<file path="src/rtl/cmd_unpack_pkg.sv">
//------------------------------------------------------------------------------
// Module  : cmd_unpack_pkg
// Brief   : Shared widths, default frame delimiters and frame FSM encoding.
// Revision: 1.0 - initial release
//------------------------------------------------------------------------------
`default_nettype none

package cmd_unpack_pkg;

  localparam int c_WORD_W = 16;
  localparam int c_CMD_W  = 32;
  localparam int c_CNT_W  = $clog2(c_WORD_W);

  // Delimiters are shared with the transmit-side packer
  localparam logic [c_WORD_W-1:0] c_DEF_HDR = 16'h55FF;
  localparam logic [c_WORD_W-1:0] c_DEF_TRL = 16'hFFAA;

  typedef enum logic [1:0] {
    ST_HUNT = 2'd0,
    ST_HI   = 2'd1,
    ST_LO   = 2'd2,
    ST_TAIL = 2'd3
  } state_t;

endpackage

`default_nettype wire

</file>
<file path="src/rtl/cmd_word_rx.sv">
//------------------------------------------------------------------------------
// Module  : cmd_word_rx
// Brief   : Serial-to-16-bit deserializer aligned by a per-word sync pulse.
// Revision: 1.0 - initial release
//------------------------------------------------------------------------------
`default_nettype none

module cmd_word_rx
  import cmd_unpack_pkg::*;
(
  input  logic                clk,
  input  logic                rst_n,
  input  logic                i_fs,
  input  logic                i_d,
  output logic [c_WORD_W-1:0] o_word,
  output logic                o_word_vld,
  output logic                o_word_abort
);

  localparam logic [c_CNT_W-1:0] c_LAST = c_CNT_W'(c_WORD_W - 1);

  // r_cnt == 0 means no word in progress; 1..15 is bits already captured
  logic [c_CNT_W-1:0]  r_cnt;
  logic [c_WORD_W-1:0] r_sh;
  logic                r_word_vld;
  logic                r_abort;

  always_ff @(posedge clk or negedge rst_n) begin
    if (!rst_n) begin
      r_cnt      <= '0;
      r_sh       <= '0;
      r_word_vld <= 1'b0;
      r_abort    <= 1'b0;
    end else begin
      r_word_vld <= 1'b0;
      r_abort    <= 1'b0;
      if (i_fs) begin
        r_abort <= (r_cnt != '0);
        r_sh    <= {{(c_WORD_W-1){1'b0}}, i_d};
        r_cnt   <= c_CNT_W'(1);
      end else if (r_cnt != '0) begin
        r_sh <= {r_sh[c_WORD_W-2:0], i_d};
        if (r_cnt == c_LAST) begin
          r_cnt      <= '0;
          r_word_vld <= 1'b1;
        end else begin
          r_cnt <= r_cnt + c_CNT_W'(1);
        end
      end
    end
  end

  // The shift register holds the finished word through the word_vld cycle
  assign o_word       = r_sh;
  assign o_word_vld   = r_word_vld;
  assign o_word_abort = r_abort;

endmodule

`default_nettype wire

</file>
<file path="src/rtl/cmd_unpack.sv">
//------------------------------------------------------------------------------
// Module  : cmd_unpack
// Brief   : Frames header/hi/lo/trailer words into a held 32-bit command output.
// Revision: 1.0 - initial release
//------------------------------------------------------------------------------
`default_nettype none

module cmd_unpack
  import cmd_unpack_pkg::*;
#(
  parameter logic [c_WORD_W-1:0] P_HDR = c_DEF_HDR,
  parameter logic [c_WORD_W-1:0] P_TRL = c_DEF_TRL
) (
  input  logic               clk,
  input  logic               rst_n,
  input  logic               i_fs,
  input  logic               i_d,
  output logic [c_CMD_W-1:0] o_out_data,
  output logic               o_out_vld,
  input  logic               i_out_rdy,
  output logic               o_err,
  output logic               o_ovf
);

  logic [c_WORD_W-1:0] w_word;
  logic                w_word_vld;
  logic                w_word_abort;

  cmd_word_rx u_word_rx (
    .clk          (clk),
    .rst_n        (rst_n),
    .i_fs         (i_fs),
    .i_d          (i_d),
    .o_word       (w_word),
    .o_word_vld   (w_word_vld),
    .o_word_abort (w_word_abort)
  );

  state_t              r_state;
  state_t              w_next;
  logic [c_WORD_W-1:0] r_hi;
  logic [c_WORD_W-1:0] r_lo;
  logic [c_CMD_W-1:0]  r_data;
  logic                r_vld;
  logic                r_err;
  logic                r_ovf;
  logic                w_err;
  logic                w_deliver;
  logic                w_ld_hi;
  logic                w_ld_lo;
  logic                w_accept;
  logic                w_ovf;

  always_comb begin
    w_next    = r_state;
    w_err     = 1'b0;
    w_deliver = 1'b0;
    w_ld_hi   = 1'b0;
    w_ld_lo   = 1'b0;
    if (w_word_abort) begin
      if (r_state != ST_HUNT) begin
        w_err  = 1'b1;
        w_next = ST_HUNT;
      end
    end else if (w_word_vld) begin
      case (r_state)
        ST_HUNT: if (w_word == P_HDR) w_next = ST_HI;
        ST_HI: begin
          w_ld_hi = 1'b1;
          w_next  = ST_LO;
        end
        ST_LO: begin
          w_ld_lo = 1'b1;
          w_next  = ST_TAIL;
        end
        ST_TAIL: begin
          if (w_word == P_TRL) begin
            w_deliver = 1'b1;
            w_next    = ST_HUNT;
          end else begin
            // A bad trailer that is itself a header restarts the frame
            w_err  = 1'b1;
            w_next = (w_word == P_HDR) ? ST_HI : ST_HUNT;
          end
        end
        default: w_next = ST_HUNT;
      endcase
    end
  end

  assign w_accept = r_vld & i_out_rdy;
  assign w_ovf    = w_deliver & r_vld & ~i_out_rdy;

  always_ff @(posedge clk or negedge rst_n) begin
    if (!rst_n) begin
      r_state <= ST_HUNT;
      r_hi    <= '0;
      r_lo    <= '0;
      r_data  <= '0;
      r_vld   <= 1'b0;
      r_err   <= 1'b0;
      r_ovf   <= 1'b0;
    end else begin
      r_state <= w_next;
      r_err   <= w_err;
      r_ovf   <= w_ovf;
      if (w_ld_hi) r_hi <= w_word;
      if (w_ld_lo) r_lo <= w_word;
      // Held entry wins over a new frame unless it is being accepted now
      if (w_deliver && (!r_vld || i_out_rdy)) begin
        r_data <= {r_hi, r_lo};
        r_vld  <= 1'b1;
      end else if (w_accept) begin
        r_vld <= 1'b0;
      end
    end
  end

  assign o_out_data = r_data;
  assign o_out_vld  = r_vld;
  assign o_err      = r_err;
  assign o_ovf      = r_ovf;

endmodule

`default_nettype wire

</file>
<file path="config.mk">
export PLATFORM = sky130hd
export DESIGN_NAME = cmd_unpack
export DESIGN_NICKNAME = d
export VERILOG_FILES = /design/src/rtl/cmd_unpack_pkg.sv /design/src/rtl/cmd_word_rx.sv /design/src/rtl/cmd_unpack.sv
export SDC_FILE = /design/constraint.sdc
export NUM_CORES = 1
export LEC_CHECK = 0
export ABC_CLOCK_PERIOD_IN_PS = 2200
export CAP_MARGIN = 15
export CORE_UTILIZATION = 50
export DETAILED_ROUTE_END_ITERATION = 12
export PLACE_DENSITY = 0.85
export SYNTH_ARGS = -nofsm -noshare
export SYNTH_HDL_FRONTEND = slang
export SYNTH_SLANG_ARGS = --single-unit
</file>
<file path="constraint.sdc">
create_clock -name clk -period 2.2 [get_ports clk]
set_input_delay 0.66 -clock clk [delete_from_list [all_inputs] [get_ports clk]]
set_output_delay 0.66 -clock clk [all_outputs]
set_load 0.01 [all_outputs]
</file>
## Word-level counts from Yosys, hierarchy flattened

Cells that the tools add are included.

| storage, ports and cells | value |
|---|---|
| logic and storage cells | 67 |
| output and inout bits | 35 |
| register bits after elaboration | 91 |
| input bits | 5 |

| operators by class | value |
|---|---|
| bitwise gates (word level) | 4 |
| muxes and demuxes | 33 |
| add/subtract/negate cells | 1 |
| equal/unequal tests | 8 |
| reductions and logical operators | 10 |

Operators by type and width:

| operator | count |
|---|---|
| $mux W16 | 2 |
| $mux W1 | 23 |
| $eq A16 B15 Y1 const B | 1 |
| $eq A16 B16 Y1 const B | 1 |
| $mux W4 | 3 |
| $mux W2 | 4 |
| $pmux W2 S4 | 1 |
| $reduce_bool A2 Y1 | 4 |
| $add A4 B1 Y4 const B | 1 |
| $eq A2 B2 Y1 const B | 2 |
| $eq A4 B4 Y1 const B | 1 |
| $reduce_bool A4 Y1 | 1 |
| $and A1 B1 Y1 | 3 |
| $ne A3 B2 Y1 const B | 1 |
| $reduce_and A3 Y1 | 1 |
| $eq A2 B1 Y1 const B | 1 |
| $logic_not A2 Y1 | 1 |
| $ne A2 B2 Y1 const B | 1 |
| $logic_and A1 B1 Y1 | 1 |
| $logic_not A1 Y1 | 1 |
| $logic_or A1 B1 Y1 | 1 |
| $not A1 Y1 | 1 |

## Logic depth before layout (Yosys ltp)

| logic depth | value |
|---|---|
| word-level depth | 7 |
| mapped depth | 7 |

## Modules after synthesis

From an unflattened synthesis, not the netlist that was laid out.

| second synthesis, totals | value |
|---|---|
| cell total of the unflattened synthesis | 270 |
| area, all modules | 3803.6 um^2 |

Modules (own cells, without submodules):

| module | sequential area each (um^2) | area an instance (um^2) | cells each | times used |
|---|---|---|---|---|
| cmd_unpack | 1726.7 | 2864.0 | 171 | 1 |
| cmd_word_rx | 550.5 | 939.7 | 99 | 1 |

## Least setup slack after synthesis

OpenSTA, ideal clock, no wires.

| timing path | value |
|---|---|
| kind | reg-to-reg |
| start | reg u_word_rx.r_sh[0], in the netlist u_word_rx.o_word[0] |
| end | reg r_data[0], in the netlist o_out_data[0] |
| slack | 0.134 ns |
| setup time | 0.125 ns |
| path buffers | 1 |
| stages on the path, launching flop included | 6 |
| data arrival time | 1.941 ns |
| period minus slack after synthesis | 2.066 ns |
| required time | 2.075 ns |
| cell sequence | dfrtp_1 or4_4 nor4_4 nand4_4 buf_6 mux2_4 |

| between the ends | value |
|---|---|
| longest elaborated chain between the ends | 6 |

Ends and longest elaborated chain:

| what | RTL line | source |
|---|---|---|
| from (decl) | cmd_word_rx.sv:24 | `logic [c_WORD_W-1:0] r_sh;` |
| from (signal assigned) | cmd_word_rx.sv:39 | `r_sh <= {{(c_WORD_W-1){1'b0}}, i_d};` |
| from (signal assigned) | cmd_word_rx.sv:42 | `r_sh <= {r_sh[c_WORD_W-2:0], i_d};` |
| $eq A16 B16 Y1 | cmd_unpack.sv:77 | `if (w_word == P_TRL) begin` |
| $mux W1 | cmd_unpack.sv:77 |  |
| $mux W1 | cmd_unpack.sv:66 | `case (r_state)` |
| $mux W1 | cmd_unpack.sv:65 | `end else if (w_word_vld) begin` |
| $mux W1 | cmd_unpack.sv:60 | `if (w_word_abort) begin` |
| $logic_and A1 B1 Y1 | cmd_unpack.sv:110 | `if (w_deliver && (!r_vld \|\| i_out_rdy)) begin` |
| to (signal assigned) | cmd_unpack.sv:111 | `r_data <= {r_hi, r_lo};` |
| to (decl) | cmd_unpack.sv:43 | `logic [c_CMD_W-1:0] r_data;` |

No other way between the ends.
A chain may end at the register's enable or synchronous reset.

## Final worst setup path

| timing path | value |
|---|---|
| start | reg u_word_rx.r_sh[0], in the netlist u_word_rx.o_word[0] |
| end | reg r_data[16], in the netlist o_out_data[16] |

The elaborated chain is that of the path after synthesis.

==> qor.csv <==
stage,metric,value,unit
sta,hold-worst-slack,0.261,ns
synth,ys.warnings.count,0,
clock_tree,cts-htree-levels,3,
floorplan,die_height,89.2,µm
final_layout,num_antenna_cells,0,
clock_tree,insertion_delay_to_the_later_sink_of_the_worst_skew_pair,0.36,ns
sta,grt_setup_unrepaired,no,
place,gpl.final_weighted_congestion,0.731,
final_layout,layout.core_utilization,62.9,%
drt,ant_nets,0,
clock_tree,cts.repair_timing.setup_buffer_count,0,
floorplan,core,7290,µm²
sta,setup_slack,0.0526,ns
place,port_buffers,39,
synth,avgSynthCellArea,13.8,µm²
clock_tree,worst_setup_hold_path_clk_slew,0.08,ns
synth,synth.top_cells.by_area,"dfrtp_1, mux2_4, mux2_2",
final_layout,finish.cell_count_without_fillers,435,
clock_tree,cts.repair.resized,0,
clock_tree,clock_tree_buf_depth,2,
clock_tree,cts_num_sinks,91,
min_path,hold_path.class,input pin to async pin,
grt,vias_in_the_first_global_route,2394,
worst_setup_path,crit_arrival,2.38,ns
grt,grt_start_max_net_pins,37,
final_layout,layout_commonest_cell,dfrtp_1,
grt,grt_first_pass_wirelength,11700,µm
floorplan,ioPinCount,40,
sta,slew_of_the_pin_with_the_lowest_slew_margin,0.472,ns
worst_setup_path,critical_path.max_fanout,32,
status,status,"complete, no violations",
synth,synth_sequential_area_ratio,60.0,%
clock_tree,numCtsBuffers,9,
power_and_ir_drop,static-leakage-power,2.25,nW
flow_run,maxCapViolations,0,
floorplan,starting_density_of_the_core,52.1,%
final_layout,final_net_count,342,
power_and_ir_drop,vdd_ir_drop_max,0.000495,V
place,place_ws,0.0481,ns
synth,yosysUniqueCellTypes,33,
synth,synth.net_count,287,
sta,final_hold_viol_count,0,
drt,drt_pass1_iterations,5,
floorplan,die_ar,7950,µm²
grt,grt_usage,19.9,%
drt,met1Wirelength,2980,µm
drt,drt_first_iter_violations,124,
power_and_ir_drop,power_per_cell_area,713,nW/µm²
floorplan,row_count,31,
worst_setup_path,worst_setup_path_start_kind,flop,
worst_setup_path,endpoint_kind,flop,
synth,post_synth_instance_area,3800,µm²
synth,synth_cells,276,
final_layout,finish.instance_area,4590,µm²
synth,synthDominantAreaCellType,dfrtp_1,
final_layout,most-common-layout-cells,"dfrtp_1, nand2_1, clkdlybuf4s50_1, mux2_2, mux2_4",
drt,via_per_inst,5.42,
synth,ys_dominant_reg_cell,dfrtp_1,
clock_tree,cts-hold-fix-buffers,0,
worst_setup_path,crit-reg2reg-launch,u_word_rx.o_word[0]$_DFFE_PN0P_,
grt,number_of_antenna_violations_at_the_first_check_in_global_routing,0,
drt,drt-total-wl,7060,µm
drt,wl_met3,281,µm
synth,synth_top_area_share,60.0,%
sta,fmax,0.466,GHz
sta,finClkSkew,0.00991,ns
clock_tree,cts_tree,yes,
drt,avgRoutedWirePerCell,16.2,µm
final_layout,layout-drive-gt1-share,30.1,%
sta,final.min_clock_period,2.15,ns
floorplan,horizontal_die_dimension,89.2,µm
drt,detailroute.via_count,2356,
place,postPlaceCellArea,4390,µm²
drt,route.top_layer_used,met4,
place,number_of_cells_in_the_design_after_placement,419,
power_and_ir_drop,totalPowerFinal,3.27,mW
sta,finalCritPeriodShare,97.6,%
worst_setup_path,cp.required,2.44,ns
sta,setup-tns-final,0,ns
place,detailed_placement_wirelength_estimate,4920,µm
grt,global_route.overflow_total,0,
drt,detail_route.drc_violations,0,
sta,finalSetupViolCount,0,
final_layout,syn_to_final_growth,20.8,%
synth,postSynthRegisterBits,91,
drt,dr_wl_met2,3630,µm
synth,synth_edf_count,0,
sta,slew_headroom,68.6,%
worst_setup_path,type_of_the_setup_path_with_the_least_slack,flop to flop,
worst_setup_path,worst_setup_path_startpoint,u_word_rx.o_word[0]$_DFFE_PN0P_,
synth,asyncSetResetFlopFracSynth,100,%
sta,drv_slew,0,
clock_tree,clock_tree.root_cell,clkbuf_8,
-- cells in the mapped netlist (2+ instances only) --
cell type   n
nand2_1    41
buf_6       3
ha_1        6
nor2_1      7
dfrtp_1    91
mux2_2     35
clkbuf_1    7
nor3_1      2
inv_1       7
mux2_4     30
a21oi_1    21
o21ai_0     2
nand4_1     3
nand2b_1    2
-- critical path, stage by stage (launching register included) --
cell and delay [ns]:
dfrtp_1 0.38, or4_4 0.56, nor4_4 0.38, nand4_4 0.14, buf_12 0.21, mux2_4 0.33
-- path summary, 6_finish.rpt --
kind | slack, ns | end | depth (start not counted)
hold / removal | 0.26 | r_lo[7]$_DFFE_PN0P_ | 1
hold reg to reg | 0.50 | o_out_data[6]$_DFFE_PN0P_ | 1
min in group clk | 0.50 | o_out_data[6]$_DFFE_PN0P_ | 1
max in group asynchronous | 1.35 | o_err$_DFF_PN0_ | 2
setup / recovery | 0.05 | o_out_data[16]$_DFFE_PN0P_ | 5
setup reg to reg | 0.05 | o_out_data[16]$_DFFE_PN0P_ | 5
-- power breakdown --
part	total [mW]	switching (mW)	internal, mW	leakage [nW]
Clock	1.11	0.552	0.555	0.0926
Combinational	0.393	0.245	0.148	0.897
Sequential	1.77	0.0563	1.72	1.26
Total	3.27	0.853	2.42	2.25
-- area by class of cell --
cell class | count | area [µm²]
fillers | 557 | 2700
flip-flops and latches | 91 | 2280
multi-input cells | 168 | 1440
repair buffers | 54 | 526
clock buffers | 12 | 145
well taps | 99 | 124
clock inverters | 4 | 50.0
inverters | 7 | 26.3
-- state kept, by name (all words and copies together) (netlist names) --
name	cells
o_err	1
o_ovf	1
r_state	2
o_out_vld	1
u_word_rx.o_word	16
u_word_rx.r_cnt	4
r_lo	16
o_out_data	32
r_hi	16
u_word_rx.o_word_vld	1
u_word_rx.o_word_abort	1
-- logic make-up after synthesis --
group	synth area share [%]
buffers and inverters	2.27
AO/OA/AOI/OAI	4.68
multiplexers	22.2
AND/OR/NAND/NOR	8.63
XOR/XNOR	0.231
adder cells (fa/ha/maj)	1.98
flip-flops	60.0
-- per-layer routing --
metal	GRT usage (%)	vias up
li1	-	1067
met1	23.7	1193
met5	0	-
met2	34.5	76
met3	4.71	20
met4	8.51	0
(Power assumes the default switching activity.)
